[config.mk]
export PLATFORM = sky130hd
export DESIGN_NAME = aes_cipher_sequencer
export DESIGN_NICKNAME = d
export VERILOG_FILES = /design/src/rtl/aes_cipher_sequencer.sv
export SDC_FILE = /design/constraint.sdc
export NUM_CORES = 1
export LEC_CHECK = 0
export ABC_CLOCK_PERIOD_IN_PS = 2000
export BUFFER_PORTS_ARGS = -buffer_cell sky130_fd_sc_hd__buf_2
export CORE_MARGIN = 10
export CORE_UTILIZATION = 51
export CTS_BUF_LIST = sky130_fd_sc_hd__clkbuf_4
export CTS_CLUSTER_DIAMETER = 40
export DETAILED_ROUTE_END_ITERATION = 10
export PLACE_DENSITY_LB_ADDON = 0.08
export SETUP_SLACK_MARGIN = 0.5
export SLEW_MARGIN = 20
export SYNTH_ARGS = -nofsm -noshare
export SYNTH_HDL_FRONTEND = slang
export SYNTH_SLANG_ARGS = --single-unit
[constraint.sdc]
create_clock -name clk_i -period 2 [get_ports clk_i]
set_clock_uncertainty 0.05 [all_clocks]
set_input_delay 0.2 -clock clk_i [delete_from_list [all_inputs] [get_ports clk_i]]
set_output_delay 0.2 -clock clk_i [all_outputs]
set_load 0.1 [all_outputs]
[src/rtl/aes_cipher_sequencer.sv]
// aes_cipher_sequencer: sequences start/clear requests to the AES cipher core and tracks register-side flags
module aes_cipher_sequencer #(
  parameter bit STALL_ON_UNREAD = 1'b1
) (
  input  logic       clk_i,
  input  logic       rst_ni,
  input  logic       op_i,
  input  logic       manual_start_i,
  input  logic       start_trig_i,
  input  logic       key_clear_trig_i,
  input  logic       data_out_clear_trig_i,
  input  logic [7:0] key_we_i,
  input  logic [3:0] data_in_we_i,
  input  logic [3:0] data_out_re_i,
  output logic       cipher_in_valid_o,
  input  logic       cipher_in_ready_i,
  input  logic       cipher_out_valid_i,
  output logic       cipher_out_ready_o,
  output logic       cipher_start_o,
  output logic       cipher_dec_key_gen_o,
  output logic       cipher_key_clear_o,
  output logic       cipher_data_out_clear_o,
  output logic       start_ack_o,
  output logic       key_clear_ack_o,
  output logic       data_out_clear_ack_o,
  output logic       data_out_we_o,
  output logic       data_out_clr_o,
  output logic       output_valid_o,
  output logic       stall_o,
  output logic       idle_o
);
  typedef enum logic [1:0] {IDLE, BUSY, CLEAR} state_e;
  state_e     state_q;
  logic       key_new_q, dec_key_gen_q, key_clr_q, dout_clr_q;
  logic [3:0] data_in_new_q, data_out_read_q;
  logic       clr_req, start_req, accept, out_hs, capture, key_new_clr, din_clr;
  // request decode, handshakes and flag-clear events
  always_comb begin
    clr_req     = key_clear_trig_i | data_out_clear_trig_i;
    start_req   = manual_start_i ? start_trig_i : &data_in_new_q;
    accept      = (state_q == IDLE) & cipher_in_valid_o & cipher_in_ready_i;
    stall_o     = (state_q == BUSY) & STALL_ON_UNREAD & output_valid_o & ~dec_key_gen_q;
    cipher_out_ready_o = (state_q == BUSY) ? ~stall_o : (state_q == CLEAR);
    out_hs      = cipher_out_valid_i & cipher_out_ready_o;
    capture     = (state_q == BUSY) & out_hs & ~dec_key_gen_q;
    key_new_clr = out_hs & ((state_q == BUSY) ? dec_key_gen_q : (state_q == CLEAR) & key_clr_q);
    din_clr     = accept & cipher_start_o & ~cipher_dec_key_gen_o;
    idle_o      = (state_q == IDLE) & ~cipher_in_valid_o;
  end
  // sequencer FSM with registered cipher controls, pulses and register-side flags
  always_ff @(posedge clk_i or negedge rst_ni) begin
    if (!rst_ni) begin
      state_q                 <= IDLE;
      key_new_q               <= 1'b0;
      dec_key_gen_q           <= 1'b0;
      key_clr_q               <= 1'b0;
      dout_clr_q              <= 1'b0;
      data_in_new_q           <= '0;
      data_out_read_q         <= '0;
      cipher_in_valid_o       <= 1'b0;
      cipher_start_o          <= 1'b0;
      cipher_dec_key_gen_o    <= 1'b0;
      cipher_key_clear_o      <= 1'b0;
      cipher_data_out_clear_o <= 1'b0;
      start_ack_o             <= 1'b0;
      key_clear_ack_o         <= 1'b0;
      data_out_clear_ack_o    <= 1'b0;
      data_out_we_o           <= 1'b0;
      data_out_clr_o          <= 1'b0;
      output_valid_o          <= 1'b0;
    end else begin
      start_ack_o          <= 1'b0;
      key_clear_ack_o      <= 1'b0;
      data_out_clear_ack_o <= 1'b0;
      data_out_we_o        <= 1'b0;
      data_out_clr_o       <= 1'b0;
      key_new_q            <= (|key_we_i) | (key_new_q & ~key_new_clr);
      data_in_new_q        <= data_in_we_i | (data_in_new_q & {4{~din_clr}});
      data_out_read_q      <= capture ? 4'h0 : (data_out_read_q | data_out_re_i);
      if (&data_out_read_q) output_valid_o <= 1'b0;
      case (state_q)
        IDLE: begin
          if (!cipher_in_valid_o) begin
            if (clr_req) begin
              cipher_in_valid_o       <= 1'b1;
              cipher_start_o          <= 1'b0;
              cipher_dec_key_gen_o    <= 1'b0;
              cipher_key_clear_o      <= key_clear_trig_i;
              cipher_data_out_clear_o <= data_out_clear_trig_i;
            end else if (start_req) begin
              cipher_in_valid_o       <= 1'b1;
              cipher_start_o          <= 1'b1;
              cipher_dec_key_gen_o    <= op_i & key_new_q;
              cipher_key_clear_o      <= 1'b0;
              cipher_data_out_clear_o <= 1'b0;
            end
          end else if (cipher_in_ready_i) begin
            cipher_in_valid_o       <= 1'b0;
            cipher_start_o          <= 1'b0;
            cipher_dec_key_gen_o    <= 1'b0;
            cipher_key_clear_o      <= 1'b0;
            cipher_data_out_clear_o <= 1'b0;
            if (cipher_start_o) begin
              dec_key_gen_q <= cipher_dec_key_gen_o;
              start_ack_o   <= ~cipher_dec_key_gen_o;
              state_q       <= BUSY;
            end else begin
              key_clr_q            <= cipher_key_clear_o;
              dout_clr_q           <= cipher_data_out_clear_o;
              key_clear_ack_o      <= cipher_key_clear_o;
              data_out_clear_ack_o <= cipher_data_out_clear_o;
              state_q              <= CLEAR;
            end
          end
        end
        BUSY: begin
          if (out_hs) begin
            state_q       <= IDLE;
            dec_key_gen_q <= 1'b0;
            if (!dec_key_gen_q) begin
              data_out_we_o  <= 1'b1;
              output_valid_o <= 1'b1;
            end
          end
        end
        CLEAR: begin
          if (cipher_out_valid_i) begin
            state_q    <= IDLE;
            key_clr_q  <= 1'b0;
            dout_clr_q <= 1'b0;
            if (dout_clr_q) begin
              data_out_clr_o <= 1'b1;
              output_valid_o <= 1'b0;
            end
          end
        end
        default: state_q <= IDLE;
      endcase
    end
  end
endmodule

# After elaboration in Yosys (flattened, before gate mapping)
# Cells that the tools add are included.
# totals
reg_bits	25
inputBits	25
wordCells	127
# op_classes
eq_ne	9
muxes	64
n_bitwise	25
n_reduce_logical	11
# ops
cell	count
two-way mux 1 bit	53
bitwise AND 1 bit	14
!= test 2 bit (second input constant)	6
AND reduction 4 bit	3
two-way mux 2 bit	5
AND reduction 5 bit	2
bitwise OR 4 bit	2
case mux 1 bit (2 select lines)	4
OR reduction 8 bit	1
inverter 1 bit	6
case mux 2 bit (3 select lines)	1
bitwise AND 4 bit	1
two-way mux 4 bit	1
nonzero test 2 bit	2
AND reduction 3 bit	1
nonzero test 3 bit	1
equality test 2 x 1 -> 1 bit (second input constant)	1
equality test 2 bit (second input constant)	1
logical NOT 2 bit	1
!= test 2 x 1 -> 1 bit (second input constant)	1
bitwise OR 1 bit	2

# Depth between registers and ports, before layout
# depth
depth_word	10
ltp_mapped	7
depth_no_buf	6

# Least setup slack after synthesis
# No wires, ideal clock.
# synth_path
path_type	register to output
startpoint	reg output_valid_o
endpoint	out cipher_out_ready_o
path_buffers	0
path_slack_ns	-2.958
required_ns	1.750
path_stages_with_launch	3
arrival_ns	4.708
path_cell_list	dfrtp_1 > nor3b_1 > nor2_1
# synth_between
elab_chain_cells	4
# synth_rtl
item	line_no	rtl
start: declaration	28	output logic output_valid_o,
start signal: assignment	70	output_valid_o <= 1'b0;
start signal: assignment	80	if (&data_out_read_q) output_valid_o <= 1'b0;
start signal: assignment	122	output_valid_o <= 1'b1;
bitwise AND 1 bit (2 in series)	42	stall_o = (state_q == BUSY) & STALL_ON_UNREAD & output_valid_o & ~dec_key_gen_q;
via stall_o	29	output logic stall_o,
inverter 1 bit	43	cipher_out_ready_o = (state_q == BUSY) ? ~stall_o : (state_q == CLEAR);
two-way mux 1 bit	43	
end: declaration	18	output logic cipher_out_ready_o,
# The timed path passes the listed nets, and every way through them passes these cells.

# Worst setup path after layout
# layout_path
startpoint	reg state_q[1]
endpoint	out cipher_out_ready_o
# layout_between
elab_chain_cells	5
# layout_rtl
item	line_no	rtl
start: declaration	33	state_e state_q;
start signal: assignment	53	state_q <= IDLE;
start signal: assignment	106	state_q <= BUSY;
start signal: assignment	112	state_q <= CLEAR;
equality test 2 x 1 -> 1 bit	42, 43	
bitwise AND 1 bit (2 in series)	42	
inverter 1 bit	43	
two-way mux 1 bit *	43	
# Every way passes the cells marked *; elsewhere a longest branch is shown, timed or not.

==> impl_metrics.tcl <==
set metrics [dict create \
    status "finished, final reports clean" \
    cp.required_ps 1750 \
    core_um2 2022 \
    power_frac_seq_pct 28.6 \
    synth_top_family_by_area "simple AND/OR/NAND/NOR gates" \
    finalHoldViolations 0 \
    grt_pass1_vias 1105 \
    antenna_left 0 \
    drc 0 \
    synth_top_area_share_pct 56.37 \
    rrSetupSlack_ps 340 \
    fin_crit_sh_pct 89.91 \
    nFillCells 109 \
    r2r-start "state_q[1]" \
    fin_crit_ps 1798 \
    synth_edf_count 0 \
    synth_fa_ha_area_share_pct 3.382 \
    grt_max_degree 26 \
    total_power_mw 2.677 \
    clock_path_buffers 2 \
    cp-end-kind "output port" \
    diodes 0 \
    wl_per_cell_um 18.06 \
    p_sw_share_pct 50.72 \
    hold_class "input port to flip-flop" \
    synth_nets 132 \
    r2r-end "key_clr_q" \
    critical-path-top-delay-family "flip-flops" \
    final_nets 188 \
    syn_to_final_growth_pct 52.42 \
    cts_tree "built" \
    setup_viol 0 \
    cts.clk_slew.worst_paths_ps 150 \
    power.switching_mw 1.358 \
    synthDistinctLibCells 31 \
    worst_pin_slew_ps 558.1 \
    critPathBufInv 3 \
    cts_buffers 3 \
    synth_area_per_cell_um2 10.67 \
    vias 1036 \
    synthArstFlopShare_pct 100.0 \
    synth_top_area_cell "dfrtp_1" \
    p_int_mw 1.319 \
    cp_cell_sequence "inv_2 > ha_4 > buf_4 > nor2_1 > nor2_4 > buf_12" \
    maxCapViolCount 0 \
    cp_max_fo 3 \
    die_w_um 66.65 \
    fmax_mhz 556.1 \
    die_h_um 66.65 \
    antenna_found_initial 0 \
    maxSlewViolCount 0 \
    yosys.area_share.xor_xnor_pct 0 \
    slew_headroom_pct 62.80 \
    worst_path_largest_cell_delay_ps 410 \
    critPathLaunchType "flip-flop" \
    yosysWarnings 0 \
    synth_common_cells "dfrtp_1 (25), nor2_1 (12), nand2_1 (10), inv_1 (8), a21o_1 (6)" \
    worstHoldPathCells 2 \
    hp-start "data_in_we_i[2]" \
    start_util_pct 54.89 \
    drt-total-wl_mm 3.360 \
    dp_hpwl_mm 2.074 \
    synthCells 104 \
    p_leak_nw 0.7789 \
    dp_slack_ps 164.8 \
    synthSimpleGateAreaFrac_pct 18.83 \
    rsz0062_at_grt "yes" \
    boundaryPins 39 \
    max-vdd-ir-drop_mv 1.639 \
    row_count 16 \
    clk_latency_ps 320 \
    syn_area_um2 1110 \
    min_to "data_in_new_q[2]" \
    ys_seq_area_share_pct 56.37 \
    timing.final.ws_setup_ps 201.8 \
    drive_gt1_share_pct 49.69 \
    grt.total_usage_pct 14.63 \
    slowest_stage "dfrtp_1" \
    h-tree-depth 1 \
    gp_congestion 0.7798 \
    drt_iter0_markers 53 \
    power_density_nw_per_um2 1582 \
    synth_compound_area_share_pct 17.93 \
    p_clk_share_pct 9.1 \
    worstSetupPathType "flip-flop to output port" \
    synth_ff_type "dfrtp_1" \
    grt_pass1_wl_mm 5.133 \
    viasPerCell 5.570 \
    die_area_um2 4442 \
    synthMuxAreaShare_pct 0 \
    cts_sinks 25 \
    ys_ff_latch 25 \
    arrival_ps 1550 \
    synthMostInstantiatedCell "dfrtp_1" \
    first_pass_iters 4 \
    worst-r2r-cell-count 8 \
    root_buffer "clkbuf_4" \
    comb_power_share_pct 62.2 \
    portBuffers 38 \
    grt_overflow_total 0 \
    synth_area_leaders "dfrtp_1 (56%), a21o_1 (4.1%), nor2_1 (4.1%), ha_1 (3.4%), nand2_1 (3.4%)" \
]
-- registers in the layout (all words and copies together) (netlist names) --
name                     cells
cipher_start_o               1
dout_clr_q                   1
cipher_dec_key_gen_o         1
data_out_we_o                1
cipher_in_valid_o            1
output_valid_o               1
data_in_new_q                4
key_new_q                    1
cipher_key_clear_o           1
start_ack_o                  1
data_out_clr_o               1
key_clear_ack_o              1
state_q                      2
data_out_clear_ack_o         1
cipher_data_out_clear_o      1
key_clr_q                    1
dec_key_gen_q                1
data_out_read_q              4
-- area by class of cell --
class / instances / area [um^2] / area share, %
Clock buffer: 4 / 30.03 / 1.775
Inverter: 9 / 38.79 / 2.293
Multi-Input combinational cell: 69 / 585.6 / 34.62
Sequential cell: 25 / 636.9 / 37.65
Tap cell: 27 / 33.78 / 1.997
Timing Repair Buffer: 52 / 366.6 / 21.67
-- layer usage --
| metal | up-vias | share of wire (%) | wire (um) | GRT usage, % |
|---|---|---|---|---|
| met3 | 6 | 7.0 | 236 | 4.348 |
| met2 | 47 | 52 | 1747 | 25.36 |
| li1 | 481 | - | - | - |
| met5 | - | 0 | 0 | 0 |
| met1 | 502 | 40 | 1333 | 16.67 |
| met4 | 0 | 1.3 | 44 | 4.712 |
-- cell families (layout without fill, tap and decap cells) --
| family | count (synthesis) | after routing |
|---|---|---|
| adders and majority gates | 3 | 3 |
| and+or+nand+nor | 39 | 39 |
| AOI/OAI and AO/OA | 27 | 27 |
| DFF | 25 | 25 |
| buffers and inverters | 10 | 65 |
-- stage by stage --
step | setup TNS [ps] | cells | cell area, um^2 | util, % | hold slack (ps)
finish | 0 | 186 | 1692 | 83.66 | 11.74
global route | 0 | 186 | 1692 | 83.66 | 7.371
CTS | 0 | 184 | 1624 | 80.32 | 2.867
detailed placement | 0 | 168 | 1415 | 69.99 | 169.0
global placement | 0 | 168 | 1415 | 69.99 | 161.0
floorplan | -167.9 | 104 | 1187 | - | -145.6
-- worst max-delay path by stage --
stage                               to      startpoint  cells past startpoint  slack, ps
floorplan           cipher_out_ready_o  output_valid_o                      2       -170
detailed placement    data_in_new_q[1]      state_q[1]                      5        160
global route        cipher_out_ready_o      state_q[1]                      6        150
finish              cipher_out_ready_o      state_q[1]                      6        200
global placement      data_in_new_q[2]      state_q[1]                      5        260
CTS                 cipher_out_ready_o      state_q[1]                      6        210
-- power groups by stage --
| stage | sequential, mW | clock [mW] | combinational, mW |
|---|---|---|---|
| 6_report | 0.766 | 0.244 | 1.67 |
| 5_1_grt | 0.779 | 0.265 | 1.74 |
| 4_1_cts | 0.749 | 0.240 | 1.49 |
| 3_5_place_dp | 0.760 | 0 | 1.25 |
| 3_3_place_gp | 0.753 | 0 | 1.22 |
| 2_1_floorplan | 1.12 | 0 | 0.633 |
-- worst reg2reg max path: cells and delay by family (launching register included) --
family	cells	cell delay (ps)
adders and majority gates	1	140
and+or+nand+nor	1	150
DFF	1	430
buffers and inverters	4	520
AOI/OAI and AO/OA	2	260
-- cell usage in the layout, fill, tap and decap left out, types with 2 or more instances in the layout --
master,instances
nor2_1,9
dfrtp_4,3
nor4_1,2
nand4_1,3
nor2_4,3
buf_2,31
buf_6,3
buf_12,3
a22o_1,2
a21oi_4,2
dlygate4sd3_1,2
inv_1,6
o21ai_0,2
a21o_1,6
inv_2,2
nand2_1,10
buf_4,10
clkbuf_4,7
dfrtp_1,22
o211ai_1,2
nand2b_1,2
ha_4,3
a21oi_1,2
-- repair_timing --
item / CTS / global route
pin swaps: 7 / 6
gates resized for setup: 24 / 11
endpoints found under the setup margin: 21 / 23
hold buffers: 1 / 1
hold endpoints to repair: 25 / 1
setup buffers: 11 / 1
Power figures use the tool's default switching activity.
